--- src/rtl/sd_cmd_sequencer_pkg.sv ---
// Shared types and constants for the SD-card SPI-mode command sequencer.
package sd_cmd_sequencer_pkg;

  typedef enum logic [2:0] {
    ST_IDLE,
    ST_INIT,
    ST_CMD,
    ST_POLL,
    ST_TRAIL,
    ST_DONE
  } state_t;

  localparam logic [1:0]  CMD_START_BITS     = 2'b01;
  localparam logic        CMD_STOP_BIT       = 1'b1;
  localparam logic [7:0]  FILL_BYTE          = 8'hFF;
  localparam int unsigned CMD_BYTES          = 6;
  localparam int unsigned FRAME_W            = 48;
  localparam int unsigned R1_IDLE_BIT        = 0;
  localparam int unsigned R1_ILLEGAL_CMD_BIT = 2;
  localparam int unsigned R1_START_BIT       = 7;

  // 48-bit command token, transmitted MSB-first
  function automatic logic [FRAME_W-1:0] build_frame(input logic [5:0]  index,
                                                     input logic [31:0] arg,
                                                     input logic [6:0]  crc);
    return {CMD_START_BITS, index, arg, crc, CMD_STOP_BIT};
  endfunction

endpackage

--- src/rtl/sd_cmd_sequencer_byte_issuer.sv ---
// Single-byte start / wait-for-new_data handshake with the SPI byte engine.
module sd_cmd_sequencer_byte_issuer
  import sd_cmd_sequencer_pkg::*;
(
  input  logic       clk,
  input  logic       rst,
  input  logic       go_i,
  input  logic [7:0] byte_i,
  input  logic       spi_busy_i,
  input  logic       spi_new_data_i,
  input  logic [7:0] spi_data_out_i,
  output logic       free_c_o,
  output logic       done_c_o,
  output logic [7:0] rx_c_o,
  output logic       spi_start_o,
  output logic [7:0] spi_data_in_o
);

  logic       inflight_q, inflight_d;
  logic       start_q, start_d;
  logic [7:0] data_q, data_d;
  logic       fire;

  // new_data only counts when we own an outstanding byte; stale ones are dropped
  assign done_c_o = inflight_q & spi_new_data_i;
  assign free_c_o = ~inflight_q | spi_new_data_i;
  assign rx_c_o   = spi_data_out_i;

  assign spi_start_o   = start_q;
  assign spi_data_in_o = data_q;

  always_comb begin
    fire       = go_i & free_c_o & ~spi_busy_i;
    start_d    = fire;
    data_d     = fire ? byte_i : data_q;
    inflight_d = fire | (inflight_q & ~spi_new_data_i);
  end

  always_ff @(posedge clk) begin
    if (rst) begin
      inflight_q <= 1'b0;
      start_q    <= 1'b0;
      data_q     <= FILL_BYTE;
    end else begin
      inflight_q <= inflight_d;
      start_q    <= start_d;
      data_q     <= data_d;
    end
  end

endmodule

--- src/rtl/sd_cmd_sequencer.sv ---
// Frames SD SPI-mode commands (token, R1 polling, trailing clocks) onto spi_master.
module sd_cmd_sequencer
  import sd_cmd_sequencer_pkg::*;
#(
  parameter int unsigned RESP_POLL_MAX = 8,
  parameter int unsigned INIT_BYTES    = 10,
  parameter int unsigned TRAIL_BYTES   = 1
) (
  input  logic        clk,
  input  logic        rst,
  input  logic        cmd_start,
  input  logic        cmd_init,
  input  logic [5:0]  cmd_index,
  input  logic [31:0] cmd_arg,
  input  logic [6:0]  cmd_crc,
  output logic        busy,
  output logic        resp_valid,
  output logic [7:0]  resp_r1,
  output logic        timeout,
  output logic        sd_cs_n,
  output logic        spi_start,
  output logic [7:0]  spi_data_in,
  input  logic        spi_busy,
  input  logic        spi_new_data,
  input  logic [7:0]  spi_data_out
);

  localparam logic [3:0] INIT_LAST  = 4'(INIT_BYTES);
  localparam logic [3:0] TRAIL_LAST = 4'(TRAIL_BYTES);
  localparam logic [3:0] CMD_LAST   = 4'(CMD_BYTES);
  localparam logic [7:0] POLL_LAST  = 8'(RESP_POLL_MAX);
  localparam state_t     AFTER_POLL = (TRAIL_BYTES == 0) ? ST_DONE : ST_TRAIL;

  state_t              state_q, state_d;
  logic [FRAME_W-1:0]  sr_q, sr_d;
  logic [3:0]          cnt_q, cnt_d;
  logic [7:0]          poll_q, poll_d;
  logic [7:0]          r1_q, r1_d;
  logic                to_q, to_d;
  logic                busy_q, busy_d;
  logic                valid_q, valid_d;
  logic                cs_n_q, cs_n_d;

  logic                go_c, free_c, done_c;
  logic [7:0]          byte_c, rx_c;

  sd_cmd_sequencer_byte_issuer u_issuer (
    .clk            (clk),
    .rst            (rst),
    .go_i           (go_c),
    .byte_i         (byte_c),
    .spi_busy_i     (spi_busy),
    .spi_new_data_i (spi_new_data),
    .spi_data_out_i (spi_data_out),
    .free_c_o       (free_c),
    .done_c_o       (done_c),
    .rx_c_o         (rx_c),
    .spi_start_o    (spi_start),
    .spi_data_in_o  (spi_data_in)
  );

  // Retire the completed byte first, then issue the next one from the new state
  always_comb begin
    state_d = state_q;
    sr_d    = sr_q;
    cnt_d   = cnt_q;
    poll_d  = poll_q;
    r1_d    = r1_q;
    to_d    = to_q;
    case (state_q)
      ST_IDLE: begin
        if (cmd_start) begin
          sr_d    = build_frame(cmd_index, cmd_arg, cmd_crc);
          cnt_d   = '0;
          poll_d  = '0;
          r1_d    = FILL_BYTE;
          to_d    = 1'b0;
          state_d = cmd_init ? ST_INIT : ST_CMD;
        end
      end
      ST_INIT: begin
        if (done_c) begin
          cnt_d = cnt_q + 4'd1;
          if (cnt_d == INIT_LAST) state_d = ST_DONE;
        end
      end
      ST_CMD: begin
        if (done_c) begin
          cnt_d = cnt_q + 4'd1;
          sr_d  = {sr_q[FRAME_W-9:0], FILL_BYTE};
          if (cnt_d == CMD_LAST) begin
            cnt_d   = '0;
            state_d = ST_POLL;
          end
        end
      end
      ST_POLL: begin
        if (done_c) begin
          if (!rx_c[R1_START_BIT]) begin
            r1_d    = rx_c;
            cnt_d   = '0;
            state_d = AFTER_POLL;
          end else begin
            if (poll_q != 8'hFF) poll_d = poll_q + 8'd1;
            if (poll_d == POLL_LAST) begin
              to_d    = 1'b1;
              r1_d    = FILL_BYTE;
              cnt_d   = '0;
              state_d = AFTER_POLL;
            end
          end
        end
      end
      ST_TRAIL: begin
        if (done_c) begin
          cnt_d = cnt_q + 4'd1;
          if (cnt_d == TRAIL_LAST) state_d = ST_DONE;
        end
      end
      ST_DONE: state_d = ST_IDLE;
      default: state_d = ST_IDLE;
    endcase

    go_c    = (state_d inside {ST_INIT, ST_CMD, ST_POLL, ST_TRAIL}) && free_c;
    byte_c  = (state_d == ST_CMD) ? sr_d[FRAME_W-1 -: 8] : FILL_BYTE;
    busy_d  = (state_d != ST_IDLE);
    valid_d = (state_d == ST_DONE);
    cs_n_d  = !(state_d inside {ST_CMD, ST_POLL, ST_TRAIL});
  end

  always_ff @(posedge clk) begin
    if (rst) begin
      state_q <= ST_IDLE;
      sr_q    <= '0;
      cnt_q   <= '0;
      poll_q  <= '0;
      r1_q    <= FILL_BYTE;
      to_q    <= 1'b0;
      busy_q  <= 1'b0;
      valid_q <= 1'b0;
      cs_n_q  <= 1'b1;
    end else begin
      state_q <= state_d;
      sr_q    <= sr_d;
      cnt_q   <= cnt_d;
      poll_q  <= poll_d;
      r1_q    <= r1_d;
      to_q    <= to_d;
      busy_q  <= busy_d;
      valid_q <= valid_d;
      cs_n_q  <= cs_n_d;
    end
  end

  assign busy       = busy_q;
  assign resp_valid = valid_q;
  assign resp_r1    = r1_q;
  assign timeout    = to_q;
  assign sd_cs_n    = cs_n_q;

endmodule
--- config.mk ---
export PLATFORM = sky130hd
export DESIGN_NAME = sd_cmd_sequencer
export DESIGN_NICKNAME = d
export VERILOG_FILES = /design/src/rtl/sd_cmd_sequencer_pkg.sv /design/src/rtl/sd_cmd_sequencer_byte_issuer.sv /design/src/rtl/sd_cmd_sequencer.sv
export SDC_FILE = /design/constraint.sdc
export NUM_CORES = 1
export LEC_CHECK = 0
export BUFFER_PORTS_ARGS = -buffer_cell sky130_fd_sc_hd__buf_2
export CAP_MARGIN = 20
export CORE_MARGIN = 2
export CORE_UTILIZATION = 40
export DETAILED_ROUTE_END_ITERATION = 10
export PLACE_DENSITY = 0.69
export SYNTH_ARGS = -nofsm -noshare
export SYNTH_HDL_FRONTEND = slang
export SYNTH_SLANG_ARGS = --single-unit
--- constraint.sdc ---
create_clock -name clk -period 3.15 [get_ports clk]
set_input_delay 0.1575 -clock clk [delete_from_list [all_inputs] [get_ports clk]]
set_output_delay 0.1575 -clock clk [all_outputs]
set_load 0.005 [all_outputs]
### Word-level counts from Yosys, hierarchy flattened

Cells that the tools add are included.

* bits in registers: 85
* bits of input ports: 59

* add/sub/neg operators: 2
* equal/unequal tests: 21
* multiplexer cells: 42
* bitwise operators: 9
* reductions and logical operators: 15

Operators by type and width (number)
* 2-to-1 mux 48 bit: 2
* 2-to-1 mux 8 bit: 12
* one-hot mux 48 bit (2 select lines): 1
* one-hot mux 8 bit (2 select lines): 2
* 2-to-1 mux 3 bit: 10
* 2-to-1 mux 4 bit: 7
* one-hot mux 4 bit (4 select lines): 1
* one-hot mux 3 bit (5 select lines): 1
* equality test 3 x 2 -> 1 bit (second input constant): 4
* != test 2 bit (second input constant): 5
* equality test 3 bit (second input constant): 3
* adder 8 x 1 -> 8 bit (second input constant): 1
* equality test 8 x 4 -> 1 bit (second input constant): 1
* != test 8 bit (second input constant): 1
* AND reduction 4 bit: 2
* nonzero test 4 bit: 2
* equality test 3 x 1 -> 1 bit (second input constant): 2
* AND reduction 6 bit: 1
* nonzero test 3 bit: 2
* AND reduction 5 bit: 1
* adder 4 x 1 -> 4 bit (second input constant): 1
* bitwise AND 1 bit: 4
* equality test 4 x 1 -> 1 bit (second input constant): 1
* equality test 4 x 3 -> 1 bit (second input constant): 1
* 14 further kinds: 21

### Depth between registers and ports, before layout

* depth in word-level cells: 16
* mapped depth: 9

### Modules after synthesis

A second synthesis with hierarchy kept.

* cells, all modules: 489
* area, all modules: 4075.2 sq um

By module, submodules not included
* sd_cmd_sequencer: times used 1, cells an instance 438, area an instance 3590.9 sq um, sequential area each 1501.4 sq um
* sd_cmd_sequencer_byte_issuer: times used 1, cells an instance 51, area an instance 484.2 sq um, sequential area each 200.2 sq um

### Worst setup path after synthesis

Ideal clock, no wire load.

* path kind: register to register
* from: register poll_q[0]
* to: register u_issuer.data_q[0], in the netlist u_issuer.spi_data_in_o[0]
* arrival time: 2330 ps
* required time: 3016 ps
* setup slack: 686 ps
* stages on the path, launching flop included: 9
* path through: dfxtp_1 > ha_1 > and2_2 > a211oi_2 > xor2_1 > or4_2 > a21oi_4 > mux2i_4 > mux2i_1

* cells in the longest elaborated chain, start to end: 15
* elaborated cells on any way between the ends: 20
* classes of those cells: 1 x add/sub; 6 x eq/ne; 9 x mux; 2 x bitwise; 2 x reduce/logical

RTL lines
* start, declared: line sd_cmd_sequencer.sv:37 `logic [7:0] poll_q, poll_d;`
* start signal, assigned: line sd_cmd_sequencer.sv:146 `poll_q <= poll_d;`
* adder 8 x 1 -> 8 bit / != test 8 bit (equally long branches): line sd_cmd_sequencer.sv:104 `if (poll_q != 8'hFF) poll_d = poll_q + 8'd1;`
* 2-to-1 mux 8 bit (*): line sd_cmd_sequencer.sv:104
* 2-to-1 mux 8 bit (*): line sd_cmd_sequencer.sv:99 `if (!rx_c[R1_START_BIT]) begin`
* 2-to-1 mux 8 bit (*): line sd_cmd_sequencer.sv:98 `if (done_c) begin`
* 2-to-1 mux 8 bit (*): line sd_cmd_sequencer.sv:70 `case (state_q)`
* equality test 8 x 4 -> 1 bit (*): line sd_cmd_sequencer.sv:105 `if (poll_d == POLL_LAST) begin`
* 2-to-1 mux 3 bit (*): line sd_cmd_sequencer.sv:105
* 2-to-1 mux 3 bit (*): line sd_cmd_sequencer.sv:99
* 2-to-1 mux 3 bit (*): line sd_cmd_sequencer.sv:98
* one-hot mux 3 bit (5 select lines) (*): line sd_cmd_sequencer.sv:70
* equality test 3 x 1 -> 1 bit (tied with other cells): line sd_cmd_sequencer.sv:124 `go_c = (state_d inside {ST_INIT, ST_CMD, ST_POLL, ST_TRAIL}) && free_c;`
* nonzero test 4 bit: line sd_cmd_sequencer.sv:124
* logical AND 1 bit: line sd_cmd_sequencer.sv:124
* bitwise AND 1 bit (2 in series): line sd_cmd_sequencer_byte_issuer.sv:33 `fire = go_i & free_c_o & ~spi_busy_i;`
* end signal, assigned: line sd_cmd_sequencer_byte_issuer.sv:47 `data_q <= data_d;`
* end, declared: line sd_cmd_sequencer_byte_issuer.sv:21 `logic [7:0] data_q, data_d;`

Mark *: on every way between the ends. The rest lies on a longest branch, timed or not. The select of a mux whose other input is x is not followed.
A chain may end at the register's enable or synchronous reset.

### Worst setup path after layout

Ends and elaborated chain as after synthesis.

==> results.yml <==
floorplan:
  num_rows: 35
  core_area_sq_um: 9280
  ios: 80
  initial_core_util_pct: 41.5
  die_y_um: 102
  fp.dieW_um: 102
  fp.dieArea_sq_um: 10400
layout:
  diodes: 0
  final_cell_mix: "dfxtp_1, buf_2, nand2_1"
  nNetsFinal: 582
  drive_gt1_share_pct: 22.9
  final_common_cell: "dfxtp_1"
  synthToLayoutAreaGrowth_pct: 17.4
placed_design:
  finalWeightedCongestion: 0.867
  port_buffers: 79
  dp_hpwl_mm: 6.39
synth:
  syn_area_sq_um: 3850
  synth.area.top_cells: "dfxtp_1, a21oi_1, a22oi_1"
  yosys.area_share.simple_pct: 20.0
  synth_edf_count: 0
  synthFlopType: "dfxtp_1"
  synthAdderAreaFrac_pct: 1.30
  yosys_warnings: 0
  synth_seq_cells: 85
  postSynthCellCount: 456
  synth_top_family_by_area: "compound AO/OA/AOI/OAI gates"
  syn_nets: 519
  synthMuxAreaShare_pct: 3.77
  syn_avg_cell_area_sq_um: 8.44
  synth_xor_area_share_pct: 1.14
  synth.distinct_cells: 58
  synth-compound-area-share_pct: 25.8
  synth.largest_area_cell: "dfxtp_1"
  synth.top_cell.area_share_pct: 44.2
  async_reset_ff_share_pct: 0
  ys_seq_area_share_pct: 44.2
cts:
  clk_root_buffer_cell: "clkbuf_8"
  cts_sinks: 85
  cts-buffers-inserted: 9
  cts_resized: 0
  ctsHoldBuffers: 0
  cts_setup_buffers: 0
  clkTransAtPathRegs_ns: 0.09
  cts_tree: "done"
  clock_latency_ns: 0.35
  htreeDepth: 3
  cts_buffer_depth: 2
run_status:
  status: "finished, final reports clean"
sta:
  fin_skew_ns: 0.0121
  tightest_slew_ns: 0.755
  layout_min_cycle_time_ns: 2.79
  hold_viol: 0
  fin_setup_tns_ns: 0
  max-slew-margin-rel_pct: 49.6
  rsz0062_at_grt: "false"
  period_share_pct: 88.5
  fmax_ghz: 0.359
  slew_violations: 0
  setup_violations: 0
hold_path:
  min_from: "spi_data_out[0]"
  whs_path_depth: 3
  hold_class: "in2reg"
  hold_path_end: "resp_r1[0]"
pwr:
  swShare_pct: 27.2
  combPwrFrac_pct: 13.2
  clkPwrFrac_pct: 34.6
  power_switching_w: 0.000606
  powerDensity_nw_per_um2: 493
  peakVddDrop_mv: 0.212
  internal-power_w: 0.00162
  total_power_w: 0.00223
  seqPwrFrac_pct: 52.3
  leakagePower_nw: 1.76
detailed_routing:
  drtIter0Drc: 222
  drc: 0
  drtPass1Iterations: 5
  antenna_left: 0
  routed_wirelength_mm: 9.16
  routedWlPerCell_um: 14.0
  vias_per_cell: 5.31
  vias: 3461
critical_path:
  worstSetupPathType: "reg2reg"
  worstSetupStartpointType: "flip-flop"
  cp-end-kind: "flip-flop"
  rr_worst_depth: 8
  r2r-end: "u_issuer.spi_data_in_o[0]"
  crit_fanout: 10
  regToRegStartpoint: "poll_q[0]"
  cp.required_ns: 3.43
  cp.arrival_ns: 3.07
  r2r_slack_ns: 0.36
global_route:
  grt_max_degree: 49
  grt_pass1_vias: 3301
  track_usage_pct: 18.1
  grt_first_pass_wirelength_mm: 15.2
  globalRouteOverflowTotal: 0
  antenna_found_initial: 0
run:
  maxCapViolations: 0
## worst max-delay path by stage
stage	from	end	cells past startpoint
after floorplan	poll_q[0]	u_issuer.spi_data_in_o[0]	8
after CTS	poll_q[0]	u_issuer.spi_data_in_o[0]	8
final	poll_q[0]	u_issuer.spi_data_in_o[0]	8
after global placement	poll_q[0]	u_issuer.spi_data_in_o[2]	8
after detailed placement	poll_q[0]	u_issuer.spi_data_in_o[0]	8
after global routing	poll_q[0]	u_issuer.spi_data_in_o[0]	8
## critical path: stages (launching register included)
cell	delay, ns
dfxtp_1	0.37
ha_1	0.30
and2_2	0.26
a211oi_2	0.23
xor2_1	0.37
nor4_1	0.15
o211ai_2	0.27
mux2i_4	0.51
mux2i_1	0.24
## kinds of logic (layout without fill, tap and decap cells)
logic type	Yosys count	in the layout
fa+ha+maj	4	4
flops	85	85
xor+xnor	5	5
buf+inv	37	104
mux	13	13
compound gates	151	151
simple gates	161	161
## cell type report
cell class | instances | area (sq um)
Multi-Input combinational cell | 334 | 2010
Tap cell | 129 | 161
Clock buffer | 9 | 124
Inverter | 5 | 18.8
Clock inverter | 6 | 71.3
Fill cell | 922 | 4770
Timing Repair Buffer | 84 | 433
Sequential cell | 85 | 1700
## stage by stage
step / worst slack, ns / area, sq um / std cells / hold slack, ns / util, %
2_1_floorplan: 0.686 / 3850 / 456 / 0.319 / -
3_3_place_gp: 0.542 / 4320 / 637 / 0.416 / 46.5
3_5_place_dp: 0.390 / 4320 / 637 / 0.426 / 46.5
4_1_cts: 0.358 / 4520 / 652 / 0.0488 / 48.7
5_1_grt: 0.138 / 4520 / 652 / 0.0611 / 48.7
6_report: 0.361 / 4520 / 652 / 0.0621 / 48.7
## power groups by stage
stage	Sequential (W)	Combinational, W	Clock, W
2_1_floorplan	0.00118	0.000203	0
3_3_place_gp	0.00119	0.000288	0
3_5_place_dp	0.00119	0.000293	0
4_1_cts	0.00116	0.000294	0.000792
5_1_grt	0.00117	0.000331	0.000837
6_report	0.00116	0.000293	0.000770
## Yosys cell counts, types with 2 or more instances
master	instances
and3b_1	2
a21oi_1	58
and3_1	3
ha_1	4
dfxtp_1	85
nor3b_1	2
nand4_1	3
nand2_1	61
xor2_1	3
o21bai_1	8
nor2b_1	9
a31o_2	2
xnor2_1	2
buf_2	2
or3_1	2
nand2b_1	5
mux2i_1	10
inv_1	5
a22oi_1	33
and2_1	2
a211oi_1	3
a22o_1	6
nor2_1	45
o21ai_1	2
a2111oi_0	7
o41ai_1	2
nor3_1	7
mux2_2	2
clkbuf_1	28
nand3_1	6
a31oi_1	9
o21ai_0	9
o31ai_1	2
o22ai_1	2
or2_2	2
## flip-flops by register name, summed over array words and instances, names as in the netlist
register / count
busy: 1
cnt_q: 4
poll_q: 8
resp_r1: 8
resp_valid: 1
sd_cs_n: 1
sr_q: 48
state_q: 3
timeout: 1
u_issuer.inflight_q: 1
u_issuer.spi_data_in_o: 8
u_issuer.spi_start_o: 1
## layer usage
layer / global-route usage [%] / up-vias / share of wire, %
met3: 3.90 / 5 / 4.1
met1: 23.7 / 1615 / 46
met4: 5.23 / 0 / 0.66
li1: - / 1770 / -
met2: 30.2 / 71 / 49
met5: 0 / - / 0
Note: power is estimated with default switching activity, not from simulation.
